### src/rtl/ppg_pkg.sv
// Shared constants and FSM state encoding for the PPG IR processing chain.
package ppg_pkg;

  localparam int unsigned DATA_W         = 20;
  localparam int unsigned CNT_W          = 12;
  localparam int unsigned SAMPLE_RATE_HZ = 500;

  typedef enum logic [1:0] {
    IDLE    = 2'd0,
    RISING  = 2'd1,
    FALLING = 2'd2
  } peak_state_t;

endpackage

### src/rtl/ir_beat_interval_cnt.sv
// Sample counter since the last accepted peak: saturates at MAX_INTERVAL and
// flags the refractory and timeout thresholds against the incremented count.
module ir_beat_interval_cnt
  import ppg_pkg::*;
#(
  parameter int unsigned CNT_W        = ppg_pkg::CNT_W,
  parameter int unsigned MIN_INTERVAL = 150,
  parameter int unsigned MAX_INTERVAL = 1000
) (
  input  logic             CLK_Filter,
  input  logic             rst_n,
  input  logic             step,
  input  logic             clear,
  output logic [CNT_W-1:0] interval,
  output logic             min_met,
  output logic             timeout
);

  localparam logic [CNT_W:0] MIN_C = (CNT_W+1)'(MIN_INTERVAL);
  localparam logic [CNT_W:0] MAX_C = (CNT_W+1)'(MAX_INTERVAL);

  logic [CNT_W-1:0] cnt;
  logic [CNT_W:0]   cnt_inc;

  assign cnt_inc  = {1'b0, cnt} + 1'b1;
  assign interval = cnt_inc[CNT_W-1:0];
  assign min_met  = (cnt_inc >= MIN_C);
  // Equality only: once saturated the timeout must not re-fire every sample.
  assign timeout  = (cnt_inc == MAX_C);

  always_ff @(posedge CLK_Filter or negedge rst_n) begin
    if (!rst_n) begin
      cnt <= '0;
    end else if (step) begin
      if (clear)
        cnt <= '0;
      else if (cnt_inc >= MAX_C)
        cnt <= MAX_C[CNT_W-1:0];
      else
        cnt <= cnt_inc[CNT_W-1:0];
    end
  end

endmodule

### src/rtl/ir_peak_detect.sv
// Hysteresis peak detector on filtered IR samples: tracks running extrema,
// gates peaks by a refractory period and flags loss of pulse on timeout.
module ir_peak_detect
  import ppg_pkg::*;
#(
  parameter int unsigned        DATA_W       = ppg_pkg::DATA_W,
  parameter int unsigned        CNT_W        = ppg_pkg::CNT_W,
  parameter logic [DATA_W-1:0]  HYST         = DATA_W'(2048),
  parameter int unsigned        MIN_INTERVAL = 150,
  parameter int unsigned        MAX_INTERVAL = 1000
) (
  input  logic              CLK_Filter,
  input  logic              rst_n,
  input  logic              in_valid,
  input  logic [DATA_W-1:0] in_data,
  output logic              beat_pulse,
  output logic [CNT_W-1:0]  beat_interval,
  output logic              interval_valid,
  output logic [DATA_W-1:0] peak_value,
  output logic              no_pulse
);

  peak_state_t       state, state_next;
  logic [DATA_W-1:0] run_max, run_min, run_max_next, run_min_next;
  logic [DATA_W-1:0] max_upd, min_upd;
  logic [DATA_W:0]   rise_gap, fall_gap;
  logic              have_ref, cand, accept;
  logic [CNT_W-1:0]  cnt_interval;
  logic              min_met, timeout;

  ir_beat_interval_cnt #(
    .CNT_W        (CNT_W),
    .MIN_INTERVAL (MIN_INTERVAL),
    .MAX_INTERVAL (MAX_INTERVAL)
  ) u_cnt (
    .CLK_Filter (CLK_Filter),
    .rst_n      (rst_n),
    .step       (in_valid),
    .clear      (accept),
    .interval   (cnt_interval),
    .min_met    (min_met),
    .timeout    (timeout)
  );

  // Gaps are taken against the already-updated extremum so they never wrap.
  assign max_upd  = (in_data > run_max) ? in_data : run_max;
  assign min_upd  = (in_data < run_min) ? in_data : run_min;
  assign rise_gap = {1'b0, max_upd} - {1'b0, in_data};
  assign fall_gap = {1'b0, in_data} - {1'b0, min_upd};
  assign accept   = cand && (!have_ref || min_met);

  always_comb begin
    state_next   = state;
    run_max_next = run_max;
    run_min_next = run_min;
    cand         = 1'b0;
    if (in_valid) begin
      case (state)
        IDLE: begin
          run_max_next = in_data;
          run_min_next = in_data;
          state_next   = RISING;
        end
        RISING: begin
          run_max_next = max_upd;
          if (rise_gap >= {1'b0, HYST}) begin
            cand         = 1'b1;
            run_min_next = in_data;
            state_next   = FALLING;
          end
        end
        FALLING: begin
          run_min_next = min_upd;
          if (fall_gap >= {1'b0, HYST}) begin
            run_max_next = in_data;
            state_next   = RISING;
          end
        end
        default: state_next = IDLE;
      endcase
      if (timeout && !accept)
        state_next = IDLE;
    end
  end

  always_ff @(posedge CLK_Filter or negedge rst_n) begin
    if (!rst_n) begin
      state   <= IDLE;
      run_max <= '0;
      run_min <= '0;
    end else begin
      state   <= state_next;
      run_max <= run_max_next;
      run_min <= run_min_next;
    end
  end

  always_ff @(posedge CLK_Filter or negedge rst_n) begin
    if (!rst_n) begin
      beat_pulse     <= 1'b0;
      beat_interval  <= '0;
      interval_valid <= 1'b0;
      peak_value     <= '0;
      no_pulse       <= 1'b0;
      have_ref       <= 1'b0;
    end else begin
      beat_pulse <= 1'b0;
      if (in_valid) begin
        if (accept) begin
          beat_pulse <= 1'b1;
          peak_value <= max_upd;
          have_ref   <= 1'b1;
          no_pulse   <= 1'b0;
          if (have_ref) begin
            beat_interval  <= cnt_interval;
            interval_valid <= 1'b1;
          end
        end else if (timeout) begin
          no_pulse       <= 1'b1;
          have_ref       <= 1'b0;
          interval_valid <= 1'b0;
        end
      end
    end
  end

endmodule

### config.mk
export PLATFORM = sky130hd
export DESIGN_NAME = ir_peak_detect
export DESIGN_NICKNAME = d
export VERILOG_FILES = /design/src/rtl/ppg_pkg.sv /design/src/rtl/ir_beat_interval_cnt.sv /design/src/rtl/ir_peak_detect.sv
export SDC_FILE = /design/constraint.sdc
export NUM_CORES = 1
export LEC_CHECK = 0
export CAP_MARGIN = 20
export CORE_AREA = 3 3 126 128
export CTS_BUF_LIST = sky130_fd_sc_hd__clkbuf_8
export DETAILED_ROUTE_END_ITERATION = 10
export DIE_AREA = 0 0 129 131
export MAX_ROUTING_LAYER = met4
export PLACE_DENSITY = 0.66
export SLEW_MARGIN = 0
export SYNTH_ARGS = -nofsm -noshare
export SYNTH_HDL_FRONTEND = slang
export SYNTH_SLANG_ARGS = --single-unit
### constraint.sdc
create_clock -name CLK_Filter -period 10.1 [get_ports CLK_Filter]
set_clock_uncertainty 0.2 [all_clocks]
set_input_delay 3.03 -clock CLK_Filter [delete_from_list [all_inputs] [get_ports CLK_Filter]]
set_output_delay 3.03 -clock CLK_Filter [all_outputs]
set_load 0.05 [all_outputs]
==> impl_metrics.ini, run 1 <==
[global_routing]
grt_overflow = 0
track_usage_pct = 23.4
grt_pass1_wl_mm = 30.5
grt_max_degree = 49
grt_antenna_before_repair = 0
grt_pass1_vias = 5988

[die]
io_pins = 58
die_x_um = 129
core-area_um2 = 15000
start_util_pct = 49.0
die_area_um2 = 16900
die_height_um = 131
rows = 45

[drt]
vias_per_cell = 5.91
wire_per_inst_um = 18.4
wl_met1_mm = 8.59
postRouteAntennaNets = 0
vias = 6040
met2_length_mm = 9.36
dr.pass1.iters = 7
drt_iter0_drc = 346
postRouteWirelength_mm = 18.8
drc_errors = 0
top_layer = met4
wl_met3_um = 526

[min_path]
min_from = beat_interval[10]
hp-class = flop to flop

[layout]
syn_to_final_growth_pct = 12.1
postLayoutCoreUtil_pct = 54.9
layout.nets = 934
diodes = 0
layout-drive-gt1-share_pct = 6.12
fillers = 1371

[clock_network]
cts_root_buf = clkbuf_8
tritoncts = yes
cts_sinks = 90
postCtsSetupBuffers = 0
cts_resized = 0
cts_inserted_buffers = 9
clockBufferDepth = 2
insertion_delay_ns = 0.39
postCtsHoldBufs = 0
htreeDepth = 3
clkTransAtPathRegs_ns = 0.10

[timing]
setup_tns_ns = 0
holdWs_ns = 0.297
slew_headroom_pct = 48.2
hold_viol_final = 0
period_share_pct = 87.6
rsz0062_at_grt = no
max_freq_ghz = 0.113
tightestPinTransition_ns = 0.778
post-route-min-period_ns = 8.84
setup_viol = 0
final_max_slew_viol_count = 0
setup_ws_ns = 1.26

[worst_setup_path]
crit_start = in_data[6]
crit_path_end_kind = flop
rr_startpoint = run_max[6]
cp.arrival_ns = 8.92
critical-path-max-stage-delay_ns = 0.51
worstPathMaxFanout = 20
path_cells = clkdlybuf4s50_1, ha_1, a21o_1, a21o_1, a211o_1, a21o_1, a2111oi_0, o21ai_1, nand2_1, buf_4, mux2i_1, ha_1, a21oi_1, o221ai_1, a211o_1, a21oi_2, mux2i_1, a211oi_1, o2111ai_2, buf_4, a21boi_2, buf_4, mux2_1
critical_path_class = input port to flop
worstPathRequired_ns = 10.18
startpoint_type = input port
slowest_stage = clkdlybuf4s50_1

[power_and_ir_drop]
power.leakage_nw = 4.05
pwr_density_cell_nw_per_um2 = 252
power_w = 0.00207
peakVddDrop_mv = 0.177

[synth]
synth-main-ff-cell = dfrtp_1
yosys.area.top_type = dfrtp_1
synth_edf_count = 0
syn_area_um2 = 7330
syn_nets = 885
synth.area.top_cells = dfrtp_1, ha_1, mux2i_1
async_flop_share_pct = 100
yosys_register_bits = 90
ys_seq_area_share_pct = 30.7
avgSynthCellArea_um2 = 9.39
synth_cell_type_count = 69
synth_warnings = 0
postSynthCellCount = 781
synthMostInstantiatedCell = dfrtp_1
yosys-top-cells-count = dfrtp_1, mux2i_1, ha_1, inv_1, a21oi_1
synth_top_area_share_pct = 30.7

[placement]
dp_worst_setup_slack_ns = 0.864
hpwl_mm = 15.0
portBuffers = 57
globalplace.congestion = 0.901

[job]
max-cap-violations = 0

[outcome]
status = complete, no violations
-- sequential cells by signal (all words and copies together) (netlist names) --
| name | cells |
|---|---|
| run_min | 20 |
| u_cnt.cnt | 12 |
| peak_value | 20 |
| no_pulse | 1 |
| run_max | 20 |
| beat_pulse | 1 |
| state | 2 |
| interval_valid | 1 |
| beat_interval | 12 |
| have_ref | 1 |
-- worst max-delay path: cells and delay by family --
| kind | cells | cell delay, ns |
|---|---|---|
| AO/OA/AOI/OAI | 13 | 2.88 |
| buffers and inverters | 4 | 1.42 |
| multiplexers | 3 | 0.80 |
| adder cells (fa/ha/maj) | 2 | 0.70 |
| AND/OR/NAND/NOR | 1 | 0.10 |
-- path summary, 6_finish.rpt --
check,cells after the start,slack [ns],endpoint
min in group asynchronous,1,2.44,beat_interval[10]
worst max-delay path,23,1.26,run_min[0]
max in group asynchronous,2,6.20,peak_value[10]
worst min-delay path,1,0.30,beat_interval[10]
worst min register to register,1,0.30,beat_interval[10]
worst max register to register,23,4.04,run_min[0]
-- routing by layer --
metal	up-vias	GRT usage, %
li1	2952	-
met1	2962	29.9
met2	106	39.1
met3	20	2.85
met4	0	6.86
met5	-	-
-- stage by stage --
step	instance area [um^2]	instances
4_1_cts	8220	1022
5_1_grt	8220	1022
2_1_floorplan	7330	781
3_5_place_dp	8050	1007
6_report	8220	1022
3_3_place_gp	8050	1007
-- cell families (layout without fill, tap and decap cells) --
group           count (synthesis)  in the layout  synth area share, %
compound gates                193            193                 17.5
simple gates                  172            172                 12.5
mux                           123            123                 17.5
buf+inv                       107            160                 6.18
flops                          90             90                 30.7
fa+ha+maj                      81             81                 13.8
xor+xnor                       15             15                 1.79
-- cell usage in the layout (no fill, tap or decap), types with 8 or more instances in the layout --
master and n:
a211o_1 8, a211oi_1 10, a21o_1 25, a21oi_1 57, buf_4 8, clkbuf_8 9
clkdlybuf4s50_1 56, dfrtp_1 90, ha_1 81, inv_1 78, mux2_1 23, mux2_2 12
mux2i_1 87, nand2_1 34, nand2b_1 13, nand3_1 10, nand4_1 22, nor2_1 37
nor2b_1 10, nor3_1 12, o21a_1 15, o21ai_0 22, o21ai_1 8, xor2_1 9
-- layout make-up --
class / count / area [um^2] / area share, %
Clock buffer: 9 / 124 / 1.51
Sequential cell: 90 / 2250 / 27.4
Tap cell: 188 / 235 / 2.86
Clock inverter: 6 / 48.8 / 0.594
Multi-Input combinational cell: 584 / 4640 / 56.4
Inverter: 81 / 304 / 3.70
Timing Repair Buffer: 64 / 621 / 7.55
-- report_power, final --
| part | internal [W] | leakage (nW) | switching (W) |
|---|---|---|---|
| sequential | 0.000475 | 1.08 | 0.0000698 |
| combinational | 0.000507 | 2.88 | 0.000780 |
| clock | 0.0000911 | 0.0840 | 0.000145 |
| total | 0.00107 | 4.05 | 0.000995 |
(Power assumes the default switching activity.)
==> run 2: changes to the inputs <==
--- a/config.mk
+++ b/config.mk
@@ -6,12 +6,13 @@
 export NUM_CORES = 1
 export LEC_CHECK = 0
 export CAP_MARGIN = 20
-export CORE_AREA = 3 3 126 128
+export CORE_AREA = 3 3 149 151
 export CTS_BUF_LIST = sky130_fd_sc_hd__clkbuf_8
 export DETAILED_ROUTE_END_ITERATION = 10
-export DIE_AREA = 0 0 129 131
+export DIE_AREA = 0 0 152 154
+export GPL_ROUTABILITY_DRIVEN = 0
 export MAX_ROUTING_LAYER = met4
-export PLACE_DENSITY = 0.66
+export PLACE_DENSITY = 0.49
 export SLEW_MARGIN = 0
 export SYNTH_ARGS = -nofsm -noshare
 export SYNTH_HDL_FRONTEND = slang
==> impl_metrics.ini, run 2 (same netlist as run 1, synthesis figures left out) <==
[outcome]
status = complete, no violations

[layout]
layout-drive-gt1-share_pct = 6.23
largest_registers = peak_value x20, run_max x20, run_min x20
diodes = 0
fillers = 2116
syn_to_final_growth_pct = 14.2
layout.nets = 934
mostFrequentLayoutCells = dfrtp_1, mux2i_1, ha_1
final_common_cell = dfrtp_1

[clock_network]
postCtsHoldBufs = 0
cts_root_buf = clkbuf_8
clkTransAtPathRegs_ns = 0.11
cts_sinks = 90
clockBufferDepth = 2
insertion_delay_ns = 0.39
htreeDepth = 3
cts_resized = 0
cts_inserted_buffers = 9
tritoncts = yes
postCtsSetupBuffers = 0

[timing]
post-route-min-period_ns = 8.88
final_max_slew_viol_count = 0
holdWs_ns = 0.297
slew_headroom_pct = 39.7
setup_viol = 0
period_share_pct = 88.0
tightestPinTransition_ns = 0.904
max_freq_ghz = 0.113
hold_viol_final = 0
setup_tns_ns = 0
rsz0062_at_grt = no

[power_and_ir_drop]
clkPwrFrac_pct = 13.2
netSwitchingFraction_pct = 47.6
peakVddDrop_mv = 0.122
seq_power_share_pct = 26.2
power.leakage_nw = 4.07
pwr-share-comb_pct = 60.6
net-switching-power_w = 0.00100
p_int_w = 0.00110
power_w = 0.00210
pwr_density_cell_nw_per_um2 = 251

[worst_setup_path]
crit_path_end_kind = flop
worstPathRequired_ns = 10.18
startpoint_type = input port
worstPathMaxFanout = 25
critical_path_class = input port to flop
cp.arrival_ns = 8.96

[global_routing]
grt_overflow = 0
grt_pass1_wl_mm = 31.6
grt_pass1_vias = 5992
grt_max_degree = 70
track_usage_pct = 16.8
grt_antenna_before_repair = 0

[die]
start_util_pct = 35.0
io_pins = 58
rows = 53
die_area_um2 = 23400
die_x_um = 152
die_height_um = 154
core-area_um2 = 21000

[drt]
postRouteAntennaNets = 0
vias_per_cell = 5.33
dr.pass1.iters = 5
drc_errors = 0
postRouteWirelength_mm = 19.0
vias = 5916
drt_iter0_drc = 296
wire_per_inst_um = 17.1

[placement]
hpwl_mm = 15.1
portBuffers = 57

[job]
max-cap-violations = 0

[min_path]
hp-class = flop to flop
## run 2: cell count changes in the layout (fill, tap and decap cells not counted), sizes merged
cell,before,now
bufinv,0,1
clkinv,2,4
clkinvlp,2,0
## run 2: power by group through the flow
stage | Sequential [W] | Clock [W] | Combinational (W)
global route | 0.000567 | 0.000298 | 0.00140
CTS | 0.000553 | 0.000288 | 0.00128
global placement | 0.000557 | 0 | 0.00126
finish | 0.000551 | 0.000278 | 0.00127
floorplan | 0.000746 | 0 | 0.000743
detailed placement | 0.000560 | 0 | 0.00127
## run 2: metrics by stage
stage	worst slack (ns)	util (%)	instance area [um^2]	instances
after floorplan	2.33	-	7330	781
after global placement	0.904	38.9	8160	1094
after detailed placement	0.768	38.9	8160	1094
after CTS	1.20	40.0	8380	1110
after global routing	0.720	40.0	8380	1110
final	1.22	40.0	8380	1110
## run 2: layout make-up
| cell class | count | area [um^2] | share of cell area (%) |
|---|---|---|---|
| multi-input cells | 584 | 4640 | 55.3 |
| clock buffers | 9 | 124 | 1.48 |
| flip-flops and latches | 90 | 2250 | 26.9 |
| well taps | 275 | 344 | 4.11 |
| repair buffers | 64 | 621 | 7.41 |
| inverters | 81 | 304 | 3.63 |
| clock inverters | 7 | 95.1 | 1.14 |
## run 2: final timing paths
| path | start | to | slack (ns) | cells after the start |
|---|---|---|---|---|
| max | in_data[6] | peak_value[17] | 1.22 | 22 |
| min | no_pulse | no_pulse | 0.30 | 1 |
| max reg2reg | run_max[6] | peak_value[17] | 3.96 | 22 |
| min reg2reg | no_pulse | no_pulse | 0.30 | 1 |
| max in group asynchronous | rst_n | run_min[16] | 6.19 | 2 |
| min in group asynchronous | rst_n | beat_interval[5] | 2.31 | 1 |
## run 2: worst max-delay path, cell delays in order
cell,delay [ns]
clkdlybuf4s50_1,0.52
ha_1,0.36
a21o_1,0.18
a21o_1,0.16
a211o_1,0.28
a21o_1,0.17
a2111oi_0,0.39
o21ai_1,0.15
nand2_1,0.08
buf_4,0.32
mux2i_1,0.27
ha_1,0.34
a21oi_1,0.34
o211ai_1,0.15
a221o_1,0.32
a21oi_1,0.17
mux2i_1,0.10
a211oi_1,0.27
o2111ai_2,0.18
buf_4,0.24
nand2_2,0.52
mux2_2,0.41
## run 2: per-layer routing
layer | up-vias | global-route usage, % | wire length [um]
met3 | 16 | 2.11 | 425
met2 | 81 | 25.1 | 8260
met5 | - | - | 0
li1 | 2960 | - | -
met4 | 0 | 3.68 | 199
met1 | 2859 | 24.4 | 10100
==> run 3: changes to the inputs <==
--- a/config.mk
+++ b/config.mk
@@ -12,7 +12,7 @@
 export DIE_AREA = 0 0 152 154
 export GPL_ROUTABILITY_DRIVEN = 0
 export MAX_ROUTING_LAYER = met4
-export PLACE_DENSITY = 0.49
+export PLACE_DENSITY = 0.51
 export SLEW_MARGIN = 0
 export SYNTH_ARGS = -nofsm -noshare
 export SYNTH_HDL_FRONTEND = slang
==> constraint.sdc (replaced) <==
create_clock -name CLK_Filter -period 7.71 [get_ports CLK_Filter]
set_clock_uncertainty 0.2 [all_clocks]
set_input_delay 2.313 -clock CLK_Filter [delete_from_list [all_inputs] [get_ports CLK_Filter]]
set_output_delay 2.313 -clock CLK_Filter [all_outputs]
set_load 0.05 [all_outputs]
==> impl_metrics.ini, run 3 (same netlist as run 1, synthesis figures left out) <==
[drt]
vias = 6137
vias_per_cell = 5.09
drt_iter0_drc = 294
wire_per_inst_um = 16.0
dr.pass1.iters = 5
drc_errors = 0
postRouteAntennaNets = 0
postRouteWirelength_mm = 19.3

[clock_network]
clockBufferDepth = 2
htreeDepth = 3
clkTransAtPathRegs_ns = 0.09
insertion_delay_ns = 0.38
cts_root_buf = clkbuf_8
cts_sinks = 90
postCtsHoldBufs = 0
cts_inserted_buffers = 9
tritoncts = yes

[global_routing]
grt_antenna_before_repair = 0
grt_overflow = 0
grt_max_degree = 57
grt_pass1_vias = 6179
track_usage_pct = 17.2
grt_pass1_wl_mm = 32.3

[worst_setup_path]
critical-path-max-stage-delay_ns = 0.48
slowest_stage = clkdlybuf4s50_1
r2r_setup_slack_ns = 2.29
crit_path_end_kind = flop
worstPathMaxFanout = 20
cp.arrival_ns = 7.51
startpoint_type = input port
path_cells = clkdlybuf4s50_1, ha_1, a21o_1, a21o_1, a211o_1, a21o_1, a2111oi_1, o21ai_1, nand2_1, buf_12, buf_12, mux2i_2, ha_4, nand4_1, nor2_1, a221o_1, a21oi_1, mux2i_1, a211oi_2, o2111ai_2, buf_4, nand2_2, buf_12, mux2_2
critical_path_class = input port to flop
worstPathRequired_ns = 7.79

[timing]
final_max_slew_viol_count = 0
period_share_pct = 96.4
slew_headroom_pct = 50.5
tightestPinTransition_ns = 0.743
setup_tns_ns = 0
rsz0062_at_grt = no
holdWs_ns = 0.296
post-route-min-period_ns = 7.43
setup_viol = 0
hold_viol_final = 0
max_freq_ghz = 0.135

[die]
die_height_um = 154
core-area_um2 = 21000
start_util_pct = 35.0
die_area_um2 = 23400
rows = 53
die_x_um = 152
io_pins = 58

[job]
max-cap-violations = 0

[placement]
dpl_cell_area_um2 = 8980
hpwl_mm = 15.5
portBuffers = 57

[layout]
layout.nets = 1030
largest_registers = peak_value x20, run_max x20, run_min x20
mostFrequentLayoutCells = buf_4, dfrtp_1, mux2i_1
diodes = 0
syn_to_final_growth_pct = 26.9
final_common_cell = buf_4
layout-drive-gt1-share_pct = 17.2
fin_area_um2 = 9310
fillers = 2087

[power_and_ir_drop]
peakVddDrop_mv = 0.153
p_int_w = 0.00168
pwr_density_cell_nw_per_um2 = 325
clkPwrFrac_pct = 11.4
pwr-share-comb_pct = 64.9
netSwitchingFraction_pct = 44.6
seq_power_share_pct = 23.7
power.leakage_nw = 4.56
net-switching-power_w = 0.00135

[outcome]
status = complete, no violations

[min_path]
hp-class = flop to flop
-- run 3: cell types whose count changed in the layout (fill, tap and decap cells not counted), sizes merged --
cell    before  now
clkbuf       9   11
inv         83   82
buf          8  104
clkinv       4    2
-- run 3: metrics by stage --
step / power (W) / util (%) / setup WS, ns / instances
3_3_place_gp: 0.00264 / 42.9 / -0.208 / 1189
5_1_grt: 0.00327 / 44.4 / 0.0331 / 1205
4_1_cts: 0.00301 / 43.8 / 0.100 / 1204
2_1_floorplan: 0.00195 / - / 0.656 / 781
3_5_place_dp: 0.00264 / 42.9 / -0.292 / 1189
6_report: 0.00303 / 44.4 / 0.277 / 1205
-- run 3: final timing paths --
| kind | startpoint | end | cells past startpoint |
|---|---|---|---|
| max | in_data[6] | peak_value[15] | 24 |
| min | beat_interval[11] | beat_interval[11] | 1 |
| max reg2reg | run_max[6] | peak_value[15] | 24 |
| min reg2reg | beat_interval[11] | beat_interval[11] | 1 |
| max in group asynchronous | rst_n | run_min[17] | 2 |
| min in group asynchronous | rst_n | beat_interval[9] | 1 |
-- run 3: repair_timing --
item                                    4_1_cts  5_1_grt
buffers inserted                              0        1
hold endpoints to repair                      0        0
gates resized for setup                       0       19
endpoints found under the setup margin        0       66
-- run 3: layer usage --
layer / GRT usage (%) / share of wire [%]
met5: - / 0
met4: 4.11 / 0.91
met3: 1.83 / 2.4
met2: 25.7 / 44
met1: 25.2 / 53
-- run 3: layout make-up --
| class | count | area (um^2) | share of cell area (%) |
|---|---|---|---|
| clock buffer | 11 | 151 | 1.63 |
| tap | 275 | 344 | 3.70 |
| timing repair buffer | 160 | 1460 | 15.7 |
| multi-input combinational | 584 | 4750 | 51.0 |
| clock inverter | 4 | 51.3 | 0.551 |
| sequential | 90 | 2250 | 24.2 |
| inverter | 81 | 304 | 3.27 |
-- run 3: power groups by stage --
stage                     Combinational [W]  Sequential [W]  Clock [W]
after detailed placement            0.00192        0.000728          0
after global routing                0.00216        0.000739   0.000377
after floorplan                    0.000974        0.000978          0
final                               0.00197        0.000716   0.000345
after CTS                           0.00193        0.000718   0.000361
after global placement              0.00191        0.000727          0
-- run 3: worst max-delay path: cells and delay by family --
family          cells  cell delay (ns)
mux                 3             0.78
buf+inv             5             1.14
fa+ha+maj           2             0.61
simple gates        4             0.43
compound gates     10             2.21
